==> src/rtl/program_counter_stack.sv <==
// Program counter with step-size increment, a DEPTH-entry call/return stack and sticky error flags.
// Optional feature macro: PC_WRAP_TRAP_EN (trap on PC/return-address wrap instead of wrapping silently).
module program_counter_stack #(
  parameter int WIDTH = 16,
  parameter int DEPTH = 8,
  parameter int STEP  = 1,
  localparam int DW   = $clog2(DEPTH + 1)
) (
  input  logic             clk,
  input  logic             reset_n,
  input  logic [WIDTH-1:0] in_value,
  input  logic             load,
  input  logic             call,
  input  logic             ret,
  input  logic             increment,
  input  logic             clear_err,
  output logic [WIDTH-1:0] out,
  output logic [DW-1:0]    stack_depth,
  output logic             overflow,
  output logic             underflow,
  output logic             wrap_err
);

`ifdef PC_WRAP_TRAP_EN
  localparam bit WRAP_TRAP = 1'b1;
`else
  localparam bit WRAP_TRAP = 1'b0;
`endif

  localparam int AW = (DEPTH > 1) ? $clog2(DEPTH) : 1;
  localparam logic [DW-1:0] FULL = DW'(DEPTH);

  logic [WIDTH-1:0] pc_q, pc_d;
  logic [DW-1:0]    depth_q, depth_d;
  logic             ovf_q, unf_q, wrap_q;
  logic             ovf_set, unf_set, wrap_set;
  logic             push;
  logic [WIDTH:0]   pc_plus;
  logic [AW-1:0]    push_idx, pop_idx;
  logic [WIDTH-1:0] stack_mem [DEPTH];

  // Extra MSB of the sum is the wrap indicator for both increment and return address.
  assign pc_plus  = {1'b0, pc_q} + (WIDTH + 1)'(STEP);
  assign push_idx = AW'(depth_q);
  assign pop_idx  = AW'(depth_q - DW'(1));

  always_comb begin
    pc_d     = pc_q;
    depth_d  = depth_q;
    ovf_set  = 1'b0;
    unf_set  = 1'b0;
    wrap_set = 1'b0;
    push     = 1'b0;
    if (load) begin
      pc_d = in_value;
    end else if (call) begin
      pc_d     = in_value;
      wrap_set = WRAP_TRAP && pc_plus[WIDTH];
      if (depth_q == FULL) begin
        ovf_set = 1'b1;
      end else begin
        push    = 1'b1;
        depth_d = depth_q + DW'(1);
      end
    end else if (ret && (depth_q != '0)) begin
      pc_d    = stack_mem[pop_idx];
      depth_d = depth_q - DW'(1);
    end else if (ret || increment) begin
      // Empty ret falls back to an increment and additionally flags underflow.
      unf_set = ret;
      if (WRAP_TRAP && pc_plus[WIDTH]) begin
        wrap_set = 1'b1;
      end else begin
        pc_d = pc_plus[WIDTH-1:0];
      end
    end
  end

  always_ff @(posedge clk or negedge reset_n) begin
    if (!reset_n) begin
      pc_q    <= '0;
      depth_q <= '0;
      ovf_q   <= 1'b0;
      unf_q   <= 1'b0;
      wrap_q  <= 1'b0;
    end else begin
      pc_q    <= pc_d;
      depth_q <= depth_d;
      // Set beats clear when both happen on the same edge.
      ovf_q   <= ovf_set  | (ovf_q  & ~clear_err);
      unf_q   <= unf_set  | (unf_q  & ~clear_err);
      wrap_q  <= wrap_set | (wrap_q & ~clear_err);
    end
  end

  // Stack contents need no reset; only entries below depth_q are ever read.
  always_ff @(posedge clk) begin
    if (push) stack_mem[push_idx] <= pc_plus[WIDTH-1:0];
  end

  assign out         = pc_q;
  assign stack_depth = depth_q;
  assign overflow    = ovf_q;
  assign underflow   = unf_q;
  assign wrap_err    = wrap_q;

endmodule

==> config.mk <==
export PLATFORM = sky130hd
export DESIGN_NAME = program_counter_stack
export DESIGN_NICKNAME = d
export VERILOG_FILES = /design/src/rtl/program_counter_stack.sv
export SDC_FILE = /design/constraint.sdc
export NUM_CORES = 1
export LEC_CHECK = 0
export BUFFER_PORTS_ARGS = -buffer_cell sky130_fd_sc_hd__buf_2
export CELL_PAD_IN_SITES_DETAIL_PLACEMENT = 0
export CELL_PAD_IN_SITES_GLOBAL_PLACEMENT = 2
export CORE_MARGIN = 1.5
export CORE_UTILIZATION = 45
export CTS_CLUSTER_SIZE = 20
export DETAILED_ROUTE_END_ITERATION = 10
export MAX_ROUTING_LAYER = met4
export PLACE_DENSITY = 0.8
export REMOVE_ABC_BUFFERS = 1
export SYNTH_ARGS = -nofsm -noshare
export SYNTH_HDL_FRONTEND = slang
export SYNTH_SLANG_ARGS = --single-unit
export TNS_END_PERCENT = 5
==> constraint.sdc <==
create_clock -name clk -period 4.9 [get_ports clk]
set_input_delay 0.98 -clock clk [delete_from_list [all_inputs] [get_ports clk]]
set_output_delay 0.98 -clock clk [all_outputs]
set_load 0.005 [all_outputs]
# ---- After elaboration in Yosys (flattened, before gate mapping)
# Memories as Yosys holds them, arrays and structs flattened.
# Index checks and enable logic that the tools add are counted.
dict set report totals {
  ff_bits 23
  ramBits 128
  in_bits 23
  n_memories 1
}
dict set report classes {
  add_sub_neg 3
  eq_ne 2
  n_mux 19
  bitwise_logic 7
  n_reduce_logical 6
}
# name words width read_ports rd_clocked_by_memory_dff write_ports line
set mem_list {}
lappend mem_list {stack_mem 8 16 1 0 1 40} ;# logic [WIDTH-1:0] stack_mem [DEPTH];
# operator n
set op_table {}
lappend op_table {{two-way mux 16 bit} 4}
lappend op_table {{adder 16 x 1 -> 16 bit (second input constant)} 1}
lappend op_table {{two-way mux 1 bit} 12}
lappend op_table {{two-way mux 4 bit} 3}
lappend op_table {{nonzero test 4 bit} 2}
lappend op_table {{adder 4 x 1 -> 4 bit (second input constant)} 1}
lappend op_table {{equality test 4 bit (second input constant)} 1}
lappend op_table {{subtractor 4 x 1 -> 4 bit (second input constant)} 1}
lappend op_table {{AND 1 bit} 3}
lappend op_table {{AND reduction 3 bit} 1}
lappend op_table {{!= test 2 bit (second input constant)} 1}
lappend op_table {{inverter 1 bit} 2}
lappend op_table {{OR 1 bit} 2}
lappend op_table {{nonzero test 2 bit} 1}
lappend op_table {{logical AND 1 bit} 1}
lappend op_table {{logical OR 1 bit} 1}

# ---- Longest topological paths before layout
# Gate-level depths: netlist of the first run.
dict set report depth {
  ltp_word 6
  ltp_mapped 10
}

# ---- Worst setup path before layout of the first run
# Ideal clock, no wire load.
dict set report synth_path {
  path_kind {register to register}
  start {register depth_q[0] (netlist: stack_depth[0])}
  end {memory stack_mem[1][0], enable pin}
  t_arrival_ps 3153
  required_ps 4491
  path_slack_ps 1337
  stages_incl_launch_ff 9
  path_buffers 2
  synth_period_minus_slack_ps 3563
  cell_sequence {dfrtp_1 buf_6 buf_2 clkinv_1 ha_1 nand3b_1 nand3b_1 or2_2 nor3_1}
}
dict set report synth_between {
  elab_chain_len 6
}
# item line
set synth_rtl {}
lappend synth_rtl {{start, declared} 34} ;# logic [DW-1:0] depth_q, depth_d;
lappend synth_rtl {{start signal, assigned} 88} ;# depth_q <= depth_d;
lappend synth_rtl {{equality test 4 bit} 59} ;# if (depth_q == FULL) begin
lappend synth_rtl {{two-way mux 1 bit} 59}
lappend synth_rtl {{two-way mux 1 bit} 56} ;# end else if (call) begin
lappend synth_rtl {{two-way mux 1 bit} 54} ;# if (load) begin
lappend synth_rtl {{two-way mux 1 bit} 98} ;# if (push) stack_mem[push_idx] <= pc_plus[WIDTH-1:0];
lappend synth_rtl {{two-way mux 1 bit (not written as such)} 98}
lappend synth_rtl {{end, declared} 40}
# Several ways; a longest one is shown, not always the timed one.

# ---- Worst setup path after layout of the first run
dict set report layout_path {
  start {register depth_q[1] (netlist: stack_depth[1])}
  end {memory stack_mem[4][2], enable pin}
}
# The elaborated chain is that of the path after synthesis.

==> summary.md, run 1 <==
| Metric | Value |
|---|---|
| Status | finished clean |
| Max-slew headroom | between 20% and 30% |
| Footprint of the multi-input gates | 0.00199 sq mm |
| Slew @ Worst Pin | 1110 ps |
| Worst setup EP type | flop |
| Ports | 46 |
| Register bit total from synthesis | about 150 |
| Max Clk Rate | around 320 MHz |
| Endpoints failing setup | 0 |
| Max Cap Viol | 0 |
| Hold_buf cts | 0 |
| Share of post-route cells with drive strength above 1 | 26.7% |
| DR vias/cell | 5.98 |
| CP max FO | 11 |
| Root buffer cell | clkbuf_16 |
| Clock slew at reported path FFs | about 60 ps |
| Post-CTS sizing | 0 |
| CP peak stage delay | 850 ps |
| TritonCTS clock tree | yes |
| DRC viols | 0 |
| Initial antenna violation count | 0 |
| Tot Pwr | around 4.3 mW |
| DRT iter0 DRCs | 376 |
| Reg-to-reg critical path startpoint | stack_depth[1]$_DFFE_PN0P_ |
| Drt total wl | 16000 microns |
| Share of the synthesized area in the top cell type | about three fifths |
| Async SR Flop Fraction | 15.2% |
| IO Port Bufs | 45 |
| Final Net Count | 478 |
| DIE WIDTH | 124 microns |
| Gr ovfl total | 0 |
| Placed cell areas | 0.00699 sq mm |
| Post-synthesis cell type count | between 60 and 70 |
| Die Height | 124 microns |
| Vias in the first global route | 3702 |
| Initial Utilization | 46.6% |
| Peak VDD IR | around 0.25 mV |
| Fin crit period | 3110 ps |
| Post-synth top area cell | edfxtp_1 |
| Syn. warnings | 0 |
| Final ANT Viol Nets | 0 |
| Leakage power | 2.64 nW |
| Clock sink count | 151 |
| Syn avg cell area | about 16 sq um |
| Total CTS buffers | 17 |
| Wire length per cell | roughly 25 microns |
| Period utilization | 63.4% |
| Clock Path Buffers | 2 |
| Post-synthesis cell area | approximately 0.0065 sq mm |
| Via Count | 3854 |
| Setup TNS | 0 ps |
| Clock latency on the worst-skew pair | 420 ps |
| Area Growth Syn to Fin | 15.0% |
| Post-synth EDFFs | 128 |
| Crit path cell chain | inv_1, ha_1, nand3b_1, nand3b_1, nand2b_1, nor2_1, buf_4 |
| Largest net degree at the start of global routing | 33 |
| Hold crit path type | flop to flop |
| Kind of critical path | flop to flop |
| Number of cell rows | 43 |
| Placer Congestion | between 0.8 and 0.9 |
| FILL cells | 1121 |
| Hold Worst Slack | 499 ps |
| Die area | 0.0153 sq mm |
| Hold Vio Cnt, Final | 0 |
| CP required | 5020 ps |
| RSZ-0062 raised after global routing | false |
| Ant diodes | 0 |
| Pins Over Slew Limit | 0 |
| Post-Synthesis Cells | 399 |
| Max H-tree Level | 4 |
| Startpoint class of the critical path | flop |
| Core Region | 0.0140 sq mm |
| Register area share after synthesis | roughly two thirds |
| Worst EP arrival | about 3200 ps |
| Final instance area | 0.00753 sq mm |
| Pwr dens | 574 mW/mm^2 |
| Critical Path Slowest Stage Cell | nor2_1 |
| DP HPWL | 10300 microns |
| Crit. Startpoint | stack_depth[1]$_DFFE_PN0P_ |
| Most common cell in the synthesized netlist | edfxtp_1 |
| Synth top cells by count | edfxtp_1 (128), nand2_1 (30), dfrtp_1 (23), mux4_2 (23), nor2_1 (20) |
| Hold wc startpoint | wrap_err$_DFF_PN0_ |
| Postcts setup bufs | 0 |
| Top post-synthesis cells by area | edfxtp_1 (59%), dfrtp_1 (8.8%), mux4_2 (7.9%), mux4_1 (3.6%), nand2_1 (1.7%) |
| Skew final | 5.50 ps |
| Post-synth top flop | edfxtp_1 |
| Crit path top cell by count | nand3b_1 |
| First-pass iteration count of the detailed router | 5 |
| Reg area | 0.00442 sq mm |
| First-pass GRT wire length | 23700 microns |
| Gr usage total | 23.5% |
[kinds of logic after synthesis]
| kind of cell | synth area share (%) |
|---|---|
| flip-flops | 67.5 |
| AO/OA/AOI/OAI | 5.52 |
| buffers and inverters | 2.25 |
| adder cells (fa/ha/maj) | 0.573 |
| AND/OR/NAND/NOR | 8.43 |
| XOR/XNOR | 2.79 |
| multiplexers | 13.0 |
[power by group]
group          switching [mW]  leakage, nW  total [mW]  internal [mW]
combinational           0.758        0.954        1.38          0.626
clock                   0.504        0.257        1.20          0.693
sequential              0.128         1.43        1.74           1.61
total                    1.39         2.64        4.32           2.93
[path summary, 6_finish.rpt]
kind,to,slack (ps),cells after the start
setup / recovery,stack_mem[4][2]$_DFFE_PP_,1790,7
hold / removal,wrap_err$_DFF_PN0_,500,1
setup reg to reg,stack_mem[4][2]$_DFFE_PP_,1790,7
hold reg to reg,wrap_err$_DFF_PN0_,500,1
max in group asynchronous,stack_depth[0]$_DFFE_PN0P_,3910,1
min in group asynchronous,out[0]$_DFFE_PN0P_,560,1
[stage by stage]
step                      setup slack [ps]  instances  util [%]
after floorplan                        639        375         -
after detailed placement              1780        613      49.8
after global placement                1820        613      49.8
after CTS                             1800        645      53.6
after global routing                  1560        645      53.6
final                                 1790        645      53.6
[layout by cell type, fill, tap and decap left out, drive strengths merged, types with 3 or more instances in the layout]
master	synthesis	final
edfxtp	128	128
nor3	13	13
nor4	3	3
a22oi	4	4
nor2	20	20
clkbuf	17	19
clkinvlp	0	4
mux4	32	32
mux2	3	3
clkinv	1	7
a211oi	3	3
and4	5	5
or2	4	4
nand4	6	6
mux2i	6	6
nand3	9	9
dfrtp	23	23
xnor2	10	10
nand2b	3	3
inv	6	8
ha	3	3
o22ai	5	5
nand2	30	30
xor2	10	10
buf	7	58
[sequential cells by signal, indices dropped and copies added (netlist names)]
signal       count
wrap_err         1
stack_depth      4
underflow        1
overflow         1
out             16
stack_mem      128
[cell type report]
| class | instances | share of cell area, % |
|---|---|---|
| multi-input cells | 217 | 26.5 |
| flip-flops and latches | 151 | 58.7 |
| repair buffers | 58 | 4.29 |
| clock inverters | 13 | 1.41 |
| inverters | 7 | 0.349 |
| well taps | 180 | 2.99 |
| clock buffers | 19 | 5.75 |
[critical path, delay by kind of cell, from the launching register on]
family                   cells  cell delay [ps]
adder cells (fa/ha/maj)      1              290
flip-flops                   1              560
buffers and inverters        2              470
AND/OR/NAND/NOR              4             1490
[layer usage]
layer,part of all wire [%],GRT usage (%)
met1,45,32.7
met2,47,34.2
met3,6.2,4.76
met4,2.0,9.05
met5,0,-
(Power assumes the default switching activity.)
==> run 2: changes to the inputs <==
--- a/config.mk
+++ b/config.mk
@@ -9,11 +9,11 @@
 export CELL_PAD_IN_SITES_DETAIL_PLACEMENT = 0
 export CELL_PAD_IN_SITES_GLOBAL_PLACEMENT = 2
 export CORE_MARGIN = 1.5
-export CORE_UTILIZATION = 45
+export CORE_UTILIZATION = 40
 export CTS_CLUSTER_SIZE = 20
 export DETAILED_ROUTE_END_ITERATION = 10
 export MAX_ROUTING_LAYER = met4
-export PLACE_DENSITY = 0.8
+export PLACE_DENSITY = 0.75
 export REMOVE_ABC_BUFFERS = 1
 export SYNTH_ARGS = -nofsm -noshare
 export SYNTH_HDL_FRONTEND = slang
==> constraint.sdc (replaced) <==
create_clock -name clk -period 2.79 [get_ports clk]
set_input_delay 0.558 -clock clk [delete_from_list [all_inputs] [get_ports clk]]
set_output_delay 0.558 -clock clk [all_outputs]
set_load 0.005 [all_outputs]
==> run 2 against run 1 <==
  * Register-to-register slack got worse by 1400 ps
  * Clock power rose by 79%
  * Core utilization fell by 5.5 points
  * Via count fell by 0.62%
  * Final area rose by 2.0%
  * Clock skew rose by 4.2 ps
==> summary.md, run 2 (synthesis results as in run 1) <==
| Metric | Value |
|---|---|
| Tot Pwr | 7.84 mW (was 4.32 mW) |
| Clock Path Buffers | 2 (unchanged) |
| Area Growth Syn to Fin | 17.2% (was 15.0%) |
| Crit-path leading delay family | multiplexers (was simple AND/OR/NAND/NOR gates) |
| Max H-tree Level | 4 (unchanged) |
| Wire length per cell | 23.8 microns (was 24.8 microns) |
| Reg-to-reg endpoint | out[13]$_DFFE_PN0P_ (was stack_mem[4][2]$_DFFE_PP_) |
| Initial antenna violation count | 0 (unchanged) |
| Top reg by flops | stack_mem (unchanged) |
| Worst path buffer plus inverter count | 1 (was 2) |
| Vias in the first global route | 4018 (was 3702) |
| Max Cap Viol | 0 (unchanged) |
| Max FFs per register | 128 (unchanged) |
| TritonCTS clock tree | yes (unchanged) |
| Peak VDD IR | 0.584 mV (was 0.254 mV) |
| Worst setup EP type | flop (unchanged) |
| Clock sink count | 151 (unchanged) |
| CP peak stage delay | 590 ps (was 850 ps) |
| Max-slew headroom | 50.0% (was 26.1%) |
| Number of cell rows | 46 (was 43) |
| Pwr dens | 1020 mW/mm^2 (was 574 mW/mm^2) |
| Drt total wl | 16400 microns (was 16000 microns) |
| Pins Over Slew Limit | 0 (unchanged) |
| Critical Path Slowest Stage Cell | ha_1 (was nor2_1) |
| CP required | 3100 ps (was 5020 ps) |
| CP max FO | 10 (was 11) |
| Share of post-route cells with drive strength above 1 | 27.4% (was 26.7%) |
| First-pass GRT wire length | 24700 microns (was 23700 microns) |
| Placed Cells | 658 (was 613) |
| Die Height | 131 microns (was 124 microns) |
| Fin crit period | 2440 ps (was 3110 ps) |
| Post-CTS sizing | 0 (unchanged) |
| Skew final | 9.75 ps (was 5.50 ps) |
| R2R Setup Slk | 350 ps (was 1790 ps) |
| Reg area | 0.00442 sq mm (unchanged) |
| Root buffer cell | clkbuf_16 (unchanged) |
| Placer Congestion | 0.857 (was 0.884) |
| Final Net Count | 487 (was 478) |
| FILL cells | 1393 (was 1121) |
| Status | finished clean (unchanged) |
| Die area | 0.0171 sq mm (was 0.0153 sq mm) |
| DP HPWL | 10500 microns (was 10300 microns) |
| Worst EP arrival | 2750 ps (was 3230 ps) |
| Endpoints failing setup | 0 (unchanged) |
| Reg-to-reg critical path startpoint | stack_depth[0]$_DFFE_PN0P_ (was stack_depth[1]$_DFFE_PN0P_) |
| DRC viols | 0 (unchanged) |
| IO Port Bufs | 45 (unchanged) |
| Clock slew at reported path FFs | 60 ps (about the same) |
| Hold_buf cts | 0 (unchanged) |
| Kind of critical path | flop to flop (unchanged) |
| Gr ovfl total | 0 (unchanged) |
| Postcts setup bufs | 0 (unchanged) |
| Slew @ Worst Pin | 747 ps (was 1110 ps) |
| Startpoint class of the critical path | flop (unchanged) |
| Total CTS buffers | 17 (unchanged) |
| Core Region | 0.0159 sq mm (was 0.0140 sq mm) |
| DRT iter0 DRCs | 282 (was 376) |
| First-pass iteration count of the detailed router | 6 (was 5) |
| Initial Utilization | 41.1% (was 46.6%) |
| Crit path cell chain | clkinv_1, ha_1, mux4_2, mux2_2, a222oi_1, a21bo_1 (was inv_1, ha_1, nand3b_1, nand3b_1, nand2b_1, nor2_1, buf_4) |
| Period utilization | 87.4% (was 63.4%) |
| Final ANT Viol Nets | 0 (unchanged) |
| Largest net degree at the start of global routing | 33 (unchanged) |
| Commonest non-fill, non-tap cell in the layout | edfxtp_1 (unchanged) |
| Max Clk Rate | 410 MHz (was 322 MHz) |
| Hold Vio Cnt, Final | 0 (unchanged) |
| DR vias/cell | 5.55 (was 5.98) |
| Most frequent cells in the layout | edfxtp_1 (128), buf_2 (45), nand2_1 (30) (unchanged) |
| Hold crit path type | input port to async pin (was flop to flop) |
| Ant diodes | 0 (unchanged) |
| Gr usage total | 21.6% (was 23.5%) |
| R2R cell count | 6 (was 7) |
| Via Count | 3830 (was 3854) |
| Cell Count, Final, Fillers Out | 690 (was 645) |
| Ports | 46 (unchanged) |
| Clock latency on the worst-skew pair | 430 ps (was 420 ps) |
| DIE WIDTH | 131 microns (was 124 microns) |
| Footprint of the multi-input gates | 0.00200 sq mm (was 0.00199 sq mm) |
| Leakage power | 2.70 nW (was 2.64 nW) |
| RSZ-0062 raised after global routing | false (unchanged) |
## run 2: layout make-up
| cell class | count | area share [%] |
|---|---|---|
| Multi-Input combinational cell | 217 | 26.0 |
| Sequential cell | 151 | 57.6 |
| Timing Repair Buffer | 67 | 5.41 |
| Clock buffer | 21 | 5.74 |
| Tap cell | 216 | 3.52 |
| Inverter | 7 | 0.342 |
| Clock inverter | 11 | 1.40 |
## run 2: layer usage
layer	global-route usage (%)	wire length, microns	up-vias
met5	-	0	-
met4	8.40	411	0
met3	5.58	809	24
met2	32.6	7710	114
met1	28.1	7500	1967
li1	-	-	1725
## run 2: metrics by stage
step                      area (sq um)  setup slack [ps]  setup TNS [ps]  utilization [%]  hold WS [ps]
after floorplan                   6430             -1470         -152180                -           262
after CTS                         7680               326               0             48.2           148
final                             7680               351               0             48.2           143
after global routing              7680               249               0             48.2           174
after detailed placement          7130               341               0             44.7           495
after global placement            7130               390               0             44.7           480
## run 2: how the worst max path moves through the flow
stage                          startpoint                        end  slack (ps)  depth (start not counted)
3_3_place_gp   stack_depth[0]$_DFFE_PN0P_        out[12]$_DFFE_PN0P_         390                          7
6_report       stack_depth[0]$_DFFE_PN0P_        out[13]$_DFFE_PN0P_         350                          6
5_1_grt        stack_depth[0]$_DFFE_PN0P_        out[13]$_DFFE_PN0P_         250                          6
4_1_cts        stack_depth[0]$_DFFE_PN0P_        out[13]$_DFFE_PN0P_         330                          6
2_1_floorplan  stack_depth[0]$_DFFE_PN0P_  stack_mem[1][0]$_DFFE_PP_       -1470                          6
3_5_place_dp   stack_depth[0]$_DFFE_PN0P_        out[13]$_DFFE_PN0P_         340                          6
## run 2: power breakdown
part / switching, mW / leakage (nW) / internal (mW) / total, mW
Sequential: 0.197 / 1.43 / 2.83 / 3.03
Combinational: 1.42 / 1.01 / 1.24 / 2.66
Clock: 0.855 / 0.267 / 1.30 / 2.15
## run 2: worst reg2reg max path, stage by stage (launching register included)
cell and delay [ps]:
dfrtp_2 390, clkinv_1 90, ha_1 590, mux4_2 420, mux2_2 280, a222oi_1 300, a21bo_1 250
==> run 3: changes to the inputs <==
--- a/config.mk
+++ b/config.mk
@@ -12,7 +12,6 @@
 export CORE_UTILIZATION = 40
 export CTS_CLUSTER_SIZE = 20
 export DETAILED_ROUTE_END_ITERATION = 10
-export MAX_ROUTING_LAYER = met4
 export PLACE_DENSITY = 0.75
 export REMOVE_ABC_BUFFERS = 1
 export SYNTH_ARGS = -nofsm -noshare
==> run 3 against run 2 <==
  * Via count is 0.57% higher
  * Global-route usage decreased by 0.67 points
  * Core utilization unchanged
  * Combinational power about the same
  * Critical path depth did not move
  * Critical path type unchanged
  * Largest power group unchanged
==> summary.md, run 3 (synthesis results as in run 1) <==
| Metric | Value |
|---|---|
| Ports | 46 (unchanged) |
| Worst setup EP type | flop (unchanged) |
| Slew @ Worst Pin | 747 ps (about the same) |
| Skew final | 8.54 ps (was 9.75 ps) |
| Die Height | 131 microns (unchanged) |
| Hold Vio Cnt, Final | 0 (unchanged) |
| Die area | 0.0171 sq mm (unchanged) |
| Crit path cell chain | clkinv_1, ha_1, mux4_2, mux2_2, a222oi_1, a21bo_1 (unchanged) |
| Hold crit path type | input port to async pin (unchanged) |
| Hold_buf cts | 0 (unchanged) |
| RSZ-0062 raised after global routing | false (unchanged) |
| Number of cell rows | 46 (unchanged) |
| Gr usage total | 20.9% (was 21.6%) |
| Area Growth Syn to Fin | 17.2% (unchanged) |
| Clock Path Buffers | 2 (unchanged) |
| Kind of critical path | flop to flop (unchanged) |
| Vias in the first global route | 4011 (was 4018) |
| TritonCTS clock tree | yes (unchanged) |
| IO Port Bufs | 45 (unchanged) |
| Peak VDD IR | 0.587 mV (was 0.584 mV) |
| Leakage power | 2.70 nW (unchanged) |
| Critical Path Slowest Stage Cell | ha_1 (unchanged) |
| DRC viols | 0 (unchanged) |
| Worst path buffer plus inverter count | 1 (unchanged) |
| Wire length per cell | 23.8 microns (about the same) |
| FILL cells | 1393 (unchanged) |
| Commonest non-fill, non-tap cell in the layout | edfxtp_1 (unchanged) |
| First-pass GRT wire length | 24700 microns (about the same) |
| Core Region | 0.0159 sq mm (unchanged) |
| Post-CTS sizing | 0 (unchanged) |
| Placer Congestion | 0.843 (was 0.857) |
| Worst EP arrival | 2760 ps (was 2750 ps) |
| Postcts setup bufs | 0 (unchanged) |
| Startpoint class of the critical path | flop (unchanged) |
| Most frequent cells in the layout | edfxtp_1 (128), buf_2 (45), nand2_1 (30) (unchanged) |
| CP max FO | 10 (unchanged) |
| Max Cap Viol | 0 (unchanged) |
| Final Net Count | 487 (unchanged) |
| Reg area | 0.00442 sq mm (unchanged) |
| Clock latency on the worst-skew pair | 420 ps (was 430 ps) |
| Ant diodes | 0 (unchanged) |
| Footprint of the multi-input gates | 0.00200 sq mm (unchanged) |
| DRT iter0 DRCs | 318 (was 282) |
| Root buffer cell | clkbuf_16 (unchanged) |
| Clock slew at reported path FFs | 60 ps (about the same) |
| Final ANT Viol Nets | 0 (unchanged) |
| Setup TNS | 0 ps (unchanged) |
| Initial antenna violation count | 0 (unchanged) |
| Pins Over Slew Limit | 0 (unchanged) |
| Top reg by flops | stack_mem (unchanged) |
| Pwr dens | 1020 mW/mm^2 (about the same) |
| CP peak stage delay | 600 ps (was 590 ps) |
| Largest net degree at the start of global routing | 33 (unchanged) |
| DP HPWL | 10500 microns (unchanged) |
| Tot Pwr | 7.84 mW (about the same) |
| DIE WIDTH | 131 microns (unchanged) |
| Max FFs per register | 128 (unchanged) |
| CP required | 3100 ps (about the same) |
| Crit-path leading delay family | multiplexers (unchanged) |
| DR vias/cell | 5.58 (was 5.55) |
| Max Clk Rate | 409 MHz (was 410 MHz) |
| Fin crit period | 2440 ps (about the same) |
| Gr ovfl total | 0 (unchanged) |
| Max H-tree Level | 4 (unchanged) |
| Drt total wl | 16400 microns (about the same) |
| First-pass iteration count of the detailed router | 4 (was 6) |
| Total CTS buffers | 17 (unchanged) |
| Endpoints failing setup | 0 (unchanged) |
| Share of post-route cells with drive strength above 1 | 27.4% (unchanged) |
| Initial Utilization | 41.1% (unchanged) |
| Max-slew headroom | 50.0% (about the same) |
| Status | finished clean (unchanged) |
| Via Count | 3852 (was 3830) |
| Period utilization | 87.6% (was 87.4%) |
| Clock sink count | 151 (unchanged) |
-- run 3: area by class of cell --
class                           count  share of cell area, %
Multi-Input combinational cell    217                   26.0
Clock buffer                       21                   5.74
Tap cell                          216                   3.52
Clock inverter                     11                   1.40
Timing Repair Buffer               67                   5.41
Inverter                            7                  0.342
Sequential cell                   151                   57.6
-- run 3: metal layers --
| metal | vias to the layer above | GRT usage [%] | wire, microns |
|---|---|---|---|
| met5 | - | 0 | 0 |
| met4 | 0 | 8.60 | 416 |
| met3 | 24 | 5.33 | 909 |
| met2 | 136 | 32.6 | 7770 |
| met1 | 1966 | 28.1 | 7350 |
| li1 | 1726 | - | - |
-- run 3: power by group --
group	internal [mW]	total, mW	switching, mW	leakage [nW]
sequential	2.83	3.03	0.199	1.43
clock	1.30	2.14	0.845	0.267
combinational	1.24	2.67	1.43	1.01
total	5.37	7.84	2.47	2.70
-- run 3: per-stage QoR --
step           cells  cell area [sq um]  utilization [%]  setup slack (ps)  hold WS [ps]
3_5_place_dp     658               7130             44.7               341           495
5_1_grt          690               7680             48.2               252           174
2_1_floorplan    375               6430                -             -1470           262
4_1_cts          690               7680             48.2               326           148
6_report         690               7680             48.2               345           153
3_3_place_gp     658               7130             44.7               390           480
-- run 3: final timing paths --
path                       depth (start not counted)                  startpoint                         end  slack [ps]
max                                                6  stack_depth[0]$_DFFE_PN0P_         out[13]$_DFFE_PN0P_         350
min                                                1                     reset_n          out[0]$_DFFE_PN0P_         150
max reg2reg                                        6  stack_depth[0]$_DFFE_PN0P_         out[13]$_DFFE_PN0P_         350
min reg2reg                                        1          wrap_err$_DFF_PN0_          wrap_err$_DFF_PN0_         500
max in group asynchronous                          1                     reset_n  stack_depth[0]$_DFFE_PN0P_        2190
min in group clk                                   2                   clear_err          wrap_err$_DFF_PN0_         330
